**config.mk**
```make
export PLATFORM = sky130hd
export DESIGN_NAME = branch_update_ctrl
export DESIGN_NICKNAME = d
export VERILOG_FILES = /design/src/rtl/branch_update_ctrl.sv
export SDC_FILE = /design/constraint.sdc
export NUM_CORES = 1
export LEC_CHECK = 0
export ABC_CLOCK_PERIOD_IN_PS = 3800
export BUFFER_PORTS_ARGS = -buffer_cell sky130_fd_sc_hd__buf_4
export CAP_MARGIN = 10
export CORE_UTILIZATION = 50
export DETAILED_ROUTE_END_ITERATION = 12
export MAX_ROUTING_LAYER = met4
export PLACE_DENSITY_LB_ADDON = 0.12
export SLEW_MARGIN = 25
export SYNTH_ARGS = -nofsm -noshare
export SYNTH_HDL_FRONTEND = slang
export SYNTH_SLANG_ARGS = --single-unit
```
**constraint.sdc**
```tcl
create_clock -name clk -period 3.8 [get_ports clk]
set_input_delay 0.19 -clock clk [delete_from_list [all_inputs] [get_ports clk]]
set_output_delay 0.19 -clock clk [all_outputs]
set_load 0.1 [all_outputs]
```
**src/rtl/branch_update_ctrl.sv**
```systemverilog
// Branch prediction bookkeeping: queues predicted branches, trains the predictor on in-order
// resolution, and flushes on mispredict. Optional counters via BRANCH_UPDATE_CTRL_STATS_EN.
module branch_update_ctrl #(
  parameter int unsigned NUM_ENTRIES = 4
) (
  input  logic                             clk,
  input  logic                             reset,
  input  logic                             req_val,
  output logic                             req_rdy,
  input  logic [31:0]                      req_pc,
  output logic                             resp_taken,
  output logic [31:0]                      bp_pc,
  input  logic                             bp_prediction,
  output logic                             bp_update_en,
  output logic                             bp_update_val,
  input  logic                             res_val,
  output logic                             res_rdy,
  input  logic                             res_taken,
  output logic                             mispred,
  output logic [$clog2(NUM_ENTRIES):0]     outstanding,
  output logic [31:0]                      stat_lookups,
  output logic [31:0]                      stat_mispreds
);

  localparam int unsigned PtrW = $clog2(NUM_ENTRIES);
  localparam int unsigned CntW = PtrW + 1;
  localparam logic [CntW-1:0] Full = CntW'(NUM_ENTRIES);

  typedef enum logic [1:0] {StIdle, StUpdate, StRecover} state_e;

  state_e          r_state, w_state_d;
  logic [PtrW-1:0] r_head, r_tail;
  logic [CntW-1:0] r_count;
  logic [31:0]     r_pc [NUM_ENTRIES];
  logic            r_pred [NUM_ENTRIES];
  logic [31:0]     r_upd_pc;
  logic            r_upd_taken, r_upd_mis;

  logic w_idle, w_req_hs, w_res_hs, w_mis;

  assign w_idle      = (r_state == StIdle);
  assign req_rdy     = w_idle && (r_count != Full);
  assign res_rdy     = w_idle && (r_count != '0);
  assign w_req_hs    = req_val && req_rdy;
  assign w_res_hs    = res_val && res_rdy;
  assign w_mis       = (r_pred[r_head] != res_taken);
  assign outstanding = r_count;

  always_comb begin
    w_state_d     = r_state;
    resp_taken    = 1'b0;
    bp_pc         = req_pc;
    bp_update_en  = 1'b0;
    bp_update_val = 1'b0;
    mispred       = 1'b0;
    unique case (r_state)
      StIdle: begin
        resp_taken = bp_prediction;
        if (w_res_hs) w_state_d = StUpdate;
      end
      StUpdate: begin
        bp_update_en  = 1'b1;
        bp_update_val = r_upd_taken;
        bp_pc         = r_upd_pc;
        mispred       = r_upd_mis;
        w_state_d     = r_upd_mis ? StRecover : StIdle;
      end
      StRecover: w_state_d = StIdle;
      default:   w_state_d = StIdle;
    endcase
  end

  always_ff @(posedge clk) begin
    if (reset) begin
      r_state     <= StIdle;
      r_head      <= '0;
      r_tail      <= '0;
      r_count     <= '0;
      r_upd_pc    <= '0;
      r_upd_taken <= 1'b0;
      r_upd_mis   <= 1'b0;
    end else begin
      r_state <= w_state_d;
      if (w_res_hs) begin
        r_upd_pc    <= r_pc[r_head];
        r_upd_taken <= res_taken;
        r_upd_mis   <= w_mis;
      end
      // A mispredict squashes everything younger, including a same-cycle push.
      if (w_res_hs && w_mis) begin
        r_head  <= '0;
        r_tail  <= '0;
        r_count <= '0;
      end else begin
        if (w_req_hs) r_tail <= r_tail + 1'b1;
        if (w_res_hs) r_head <= r_head + 1'b1;
        case ({w_req_hs, w_res_hs})
          2'b10:   r_count <= r_count + 1'b1;
          2'b01:   r_count <= r_count - 1'b1;
          default: r_count <= r_count;
        endcase
      end
    end
  end

  always_ff @(posedge clk) begin
    if (w_req_hs) begin
      r_pc[r_tail]   <= req_pc;
      r_pred[r_tail] <= bp_prediction;
    end
  end

`ifdef BRANCH_UPDATE_CTRL_STATS_EN
  logic [31:0] r_stat_lookups, r_stat_mispreds;

  always_ff @(posedge clk) begin
    if (reset) begin
      r_stat_lookups  <= '0;
      r_stat_mispreds <= '0;
    end else begin
      if (w_req_hs && (r_stat_lookups != '1)) r_stat_lookups <= r_stat_lookups + 1'b1;
      if ((r_state == StUpdate) && r_upd_mis && (r_stat_mispreds != '1)) begin
        r_stat_mispreds <= r_stat_mispreds + 1'b1;
      end
    end
  end

  assign stat_lookups  = r_stat_lookups;
  assign stat_mispreds = r_stat_mispreds;
`else
  assign stat_lookups  = '0;
  assign stat_mispreds = '0;
`endif

endmodule

```
# Yosys cells after proc, flatten, opt, wreduce, memory -nomap -nowiden

Memories as Yosys holds them, arrays and structs flattened. A register that Yosys moved wholly into a read port is not among the register bits.
Cells that the tools add are included.
Widths: inputs -> output; s select.

Memories kept: 2
ROM bits: 0
Bits in writable memories: 132
Input port bits: 38
Output and inout port bits: 105
Flip-flop bits (word level): 11
Logic and storage cells: 40
Latch bits: 0

$mul: 0
Add/sub/neg operators: 4
Magnitude comparators: 0
Reduce and logical (&&, ||, !) cells: 9
Equality and inequality tests: 6
Bitwise gates (word level): 0
Divide/modulo/power cells: 0
Shift-type cells: 0
Mux-type cells: 13

Memories:

| memory | depth | width | rd ports | clocked after memory_dff | wr ports | line | RTL |
|---|---|---|---|---|---|---|---|
| r_pc   | 4     | 32    | 1        | 1                        | 1        | 34   | `logic [31:0] r_pc [NUM_ENTRIES];` |
| r_pred | 4     | 1     | 1        | 1                        | 1        | 35   | `logic r_pred [NUM_ENTRIES];` |

Operators by type and width:

| kind                | number |
|---|---|
| $mux 32             | 1 |
| $mux 2              | 4 |
| $mux 1              | 6 |
| $pmux 3 s2          | 1 |
| $logic_and 1x1->1   | 5 |
| $add 2x1->2 const B | 2 |
| $eq 2x1->1 const B  | 2 |
| $pmux 2 s2          | 1 |
| $add 3x1->3 const B | 1 |
| $ne 3x3->1 const B  | 1 |
| $reduce_bool 3->1   | 1 |
| $sub 3x1->3 const B | 1 |
| $eq 2x2->1 const B  | 1 |
| $logic_not 2->1     | 1 |
| $ne 2x1->1 const B  | 1 |
| $reduce_bool 2->1   | 1 |
| $reduce_or 2->1     | 1 |
| $ne 1x1->1          | 1 |

# Logic depth before layout (Yosys ltp)

Word-level depth: 6
Mapped depth: 9
Depth with buffers taken out: 9

# Worst setup path before layout

OpenSTA, ideal clock, no wires.

Kind: register -> register
From: register r_count[2] (netlist: outstanding[2])
To: register r_count[2] (netlist: outstanding[2])
Data arrival time: 3.000 ns
Setup time: 0.086 ns
Required time: 3.714 ns
Slack: 0.714 ns
Stages on the path, launching flop included: 10
Period minus slack after synthesis: 3.086 ns
Path buffers: 1
Path through: dfxtp_1 > nor3_1 > buf_2 > nor3_4 > ha_1 > inv_1 > fa_1 > xor2_1 > or3_1 > a221oi_2

Longest elaborated chain between the ends: 5
Elaborated cells between the ends (all ways): 14
Those cells by class: add/sub: 2; eq/ne: 3; mux: 1; reduce/logical: 8

Ends and longest elaborated chain:

| item                                     | line | RTL |
|---|---|---|
| start: declaration                       | 33   | `logic [CntW-1:0] r_count;` |
| start signal: assignment                 | 98   | `2'b10: r_count <= r_count + 1'b1;` |
| start signal: assignment                 | 99   | `2'b01: r_count <= r_count - 1'b1;` |
| start signal: assignment                 | 100  | `default: r_count <= r_count;` |
| $reduce_bool 3->1 *                      | 43   | `assign res_rdy = w_idle && (r_count != '0);` |
| $logic_and 1x1->1 *                      | 43   |  |
| $logic_and 1x1->1 *                      | 45   | `assign w_res_hs = res_val && res_rdy;` |
| via w_res_hs                             | 39   | `logic w_idle, w_req_hs, w_res_hs, w_mis;` |
| $eq 2x1->1, or another cell as far along | 97   | `case ({w_req_hs, w_res_hs})` |
| $pmux 3 s2, or another cell as far along | 97   |  |

Mark *: on every way through the listed nets, which the timed path passes. The rest lies on a longest branch.
A chain may end at the register's enable or synchronous reset.

# Final worst setup path

From: register r_state[1]
To: register r_count[2] (netlist: outstanding[2])

Longest elaborated chain between the ends: 5
Elaborated cells between the ends (all ways): 11
Those cells by class: eq/ne: 2; mux: 1; reduce/logical: 8

Ends and longest elaborated chain:

| item                                     | line | RTL |
|---|---|---|
| start: declaration                       | 31   | `state_e r_state, w_state_d;` |
| start signal: assignment                 | 75   | `r_state <= StIdle;` |
| start signal: assignment                 | 83   | `r_state <= w_state_d;` |
| $logic_not 2->1 *                        | 41   | `assign w_idle = (r_state == StIdle);` |
| $logic_and 1x1->1 *                      | 43   |  |
| $logic_and 1x1->1 *                      | 45   |  |
| via w_res_hs                             | 39   |  |
| $eq 2x1->1, or another cell as far along | 97   |  |
| $pmux 3 s2, or another cell as far along | 97   |  |

Marks and branches as above.

==> metrics.md <==
| Metric | Value |
|---|---|
| # setup viols final | 0 |
| Clk sinks | 177 |
| Min Tclk post-route | 2826 ps |
| Status | completed |
| Synth Warn # | 0 |
| Area Growth Syn to Fin | 17.79% |
| Yosys top cell area share | 0.5118 |
| Top cell type by total area after synthesis | edfxtp_1 |
| Layout cells sized above 1 | 0.2398 |
| Fin crit share | 0.7436 |
| Post-cts resize count | 0 |
| Nets | 715 |
| Seq/Total Area, Yosys | 0.6281 |
| Largest net degree at the start of global routing | 45 |
| Tightest Pin Transition | 1007 ps |
| Initial Util | 0.5114 |
| Post-DP HPWL | 9.069 mm |
| Hold Crit Start | res_taken |
| # rows | 45 |
| Part of the power in the clock network | 0.257 |
| DR WL/cell | 18.84 um |
| CP max FO | 39 |
| Worst reg2reg path endpoint | outstanding[2] |
| Cells on worst reg2reg path | 8 |
| Post-route ant nets | 0 |
| 1st-pass router iterations | 5 |
| Cell count after synthesis | 577 |
| Final count of pins violating max slew | 0 |
| Seq pwr share | 0.375 |
| Critical path class | reg2reg |
| Leak pwr | 3.340 nW |
| Syn avg cell area | 13.42 um2 |
| Net switching power | 2.799 mW |
| Root Driver | clkbuf_16 |
| I/O pin total | 143 |
| 1st-iter DRT viols | 339 |
| CTS Buf Count | 17 |
| CTS Buffer Depth | 2 |
| Switching share of power | 0.4042 |
| PD cells | 759.0 mW/mm2 |
| Congestion Overflow GR | 0 |
| Mapped cell area | 0.007745 mm2 |
| Final WL | 16.43 mm |
| Max VDD drop | 460.6 uV |
| Antenna violations before repair | 0 |
| Post-synth EDFFs | 132 |
| Post-synth top cells | edfxtp_1 (132), nand2_1 (97), buf_4 (66) |
| Combinational power share | 0.369 |
| Port Buf Inserts | 78 |
| Reg2Reg Setup Slack | 970 ps |
| Max Used Layer | met4 |
| Ys flop type | edfxtp_1 |
| CP required | 4140 ps |
| Routed wl met3 | 981 um |
| RR Startpoint | r_state[1] |
| Hold_buf cts | 33 |
| Overall Global Routing Usage | 0.2200 |
| H-tree depth | 4 |
| Flops & latches, synth | 177 |
| Critical Path Start | r_state[1] |
| Worst hold endpoint | r_upd_taken |
| Worst Skew | 6.505 ps |
| Hold path depth | 3 |
| Post-Route Setup TNS | 0 ps |
| CTS tree | built |
| Async set-reset flop share out of synthesis | 0 |
| Full die area | 0.01599 mm2 |
| F_max | 353.9 MHz |
| Number of global-route vias before repair | 4630 |
| CP endpoint kind | flop |
| Worst hold path class | in2reg |
| Vias/cell | 5.573 |
| Finished Core Util | 0.6023 |
| RSZ-0062 raised after global routing | false |
| Core area | 0.01515 mm2 |
| Most common cell in the synthesized netlist | edfxtp_1 |
| Slew margin rel. | 0.3289 |
| Total number of vias | 4860 |
| Total internal power | 4.125 mW |
| Die Width | 126.5 um |
| CTS clk-pin slew, worst paths | 60 ps |
| Arrival @ worst endpoint | 3160 ps |
| Final Hold Vio Count | 0 |
| Max-cap viol count | 0 |
| M1 WL | 7.120 mm |
| Yosys cell types | 38 |
| Crit start category | flop |
| GP Congestion | 0.7255 |
| Top area cells in the synthesized netlist | edfxtp_1 (51%), dfxtp_1 (12%), mux4_2 (9.6%) |
| DRC viols | 0 |
| Antenna cells | 0 |
| First-pass GRT wire length | 25.30 mm |
| Chip height | 126.5 um |
| Worst skew pair latency | 430 ps |
| Met2 wire len | 8.069 mm |
| Post-CTS Setup Inserts | 0 |
power groups by stage:
stage	clock network [mW]	registers, mW	logic [mW]
after floorplan	0	2.64	2.04
after global placement	0	2.62	2.50
final	1.78	2.59	2.55
after CTS	1.80	2.60	2.56
after detailed placement	0	2.64	2.52
after global routing	1.87	2.63	2.69
final cells by class:
cell class | instances | area (um2)
timing repair buffer | 118 | 968.4
multi-input combinational | 348 | 2420
sequential | 177 | 4867
clock inverter | 9 | 130.1
fill | 1133 | 6023
clock buffer | 23 | 467.9
inverter | 9 | 33.78
tap | 188 | 235.2
metal layers:
layer  track usage  vias up
li1              -     2215
met2        0.3445      218
met5             -        -
met4       0.07371        0
met1        0.2850     2406
met3       0.05019       21
worst max-delay path: stages (launching register included):
cell and delay (ps):
dfxtp_1 340, or2_4 450, nor3_4 500, ha_1 280
inv_1 60, fa_1 380, xor2_1 160, or3_1 320
a221oi_2 250
layout by cell type (no fill, tap or decap), types with 3 or more instances in the layout:
cell type	count
a21oi_1	34
clkbuf_16	17
mux4_2	33
bufinv_16	3
nand4_1	34
and3_2	4
buf_4	85
nand2_1	97
a211oi_1	3
nor2_1	6
ha_1	5
inv_1	7
clkbuf_1	4
edfxtp_1	132
dfxtp_1	43
o31ai_1	34
a221oi_2	4
o21ai_0	3
conb_1	64
dlygate4sd3_1	33
clkinvlp_4	3
sequential cells by signal, summed over array words and instances, names as in the netlist, named ones only:
name	count
r_state	2
outstanding	3
r_tail	2
r_upd_taken	1
r_upd_mis	1
r_pred	4
r_pc	128
r_head	2
r_upd_pc	32
stage by stage:
step           power [mW]  setup WS [ps]  hold slack (ps)  cell area [um2]  instances
5_1_grt             7.196          853.8            58.65             9123        872
3_3_place_gp        5.117          886.1            397.9             8193        807
2_1_floorplan       4.673          713.5            288.9             7981        640
6_report            6.924          974.2            72.88             9123        872
3_5_place_dp        5.158          768.7            404.5             8194        807
4_1_cts             6.956          990.5            50.41             9123        872
worst max-delay path by stage:
stage / end / slack (ps) / cells after the start
final: outstanding[2] / 970 / 8
after global routing: outstanding[2] / 850 / 8
after CTS: outstanding[2] / 990 / 8
after detailed placement: outstanding[2] / 770 / 9
after global placement: outstanding[2] / 890 / 9
after floorplan: outstanding[2] / 710 / 9
logic make-up (layout without fill, tap and decap cells):
family | count (synthesis) | count (layout) | share of synthesized area
buffers and inverters | 115 | 159 | 0.09160
xor gates and xnor gates | 4 | 4 | 0.005494
other | 1 | 64 | 0.0004842
AOI/OAI and AO/OA | 81 | 81 | 0.06995
adders and majority gates | 6 | 6 | 0.01066
muxes | 33 | 33 | 0.09596
and+or+nand+nor | 160 | 160 | 0.09774
DFF | 177 | 177 | 0.6281
No activity file was read; power rests on OpenSTA's default activity.
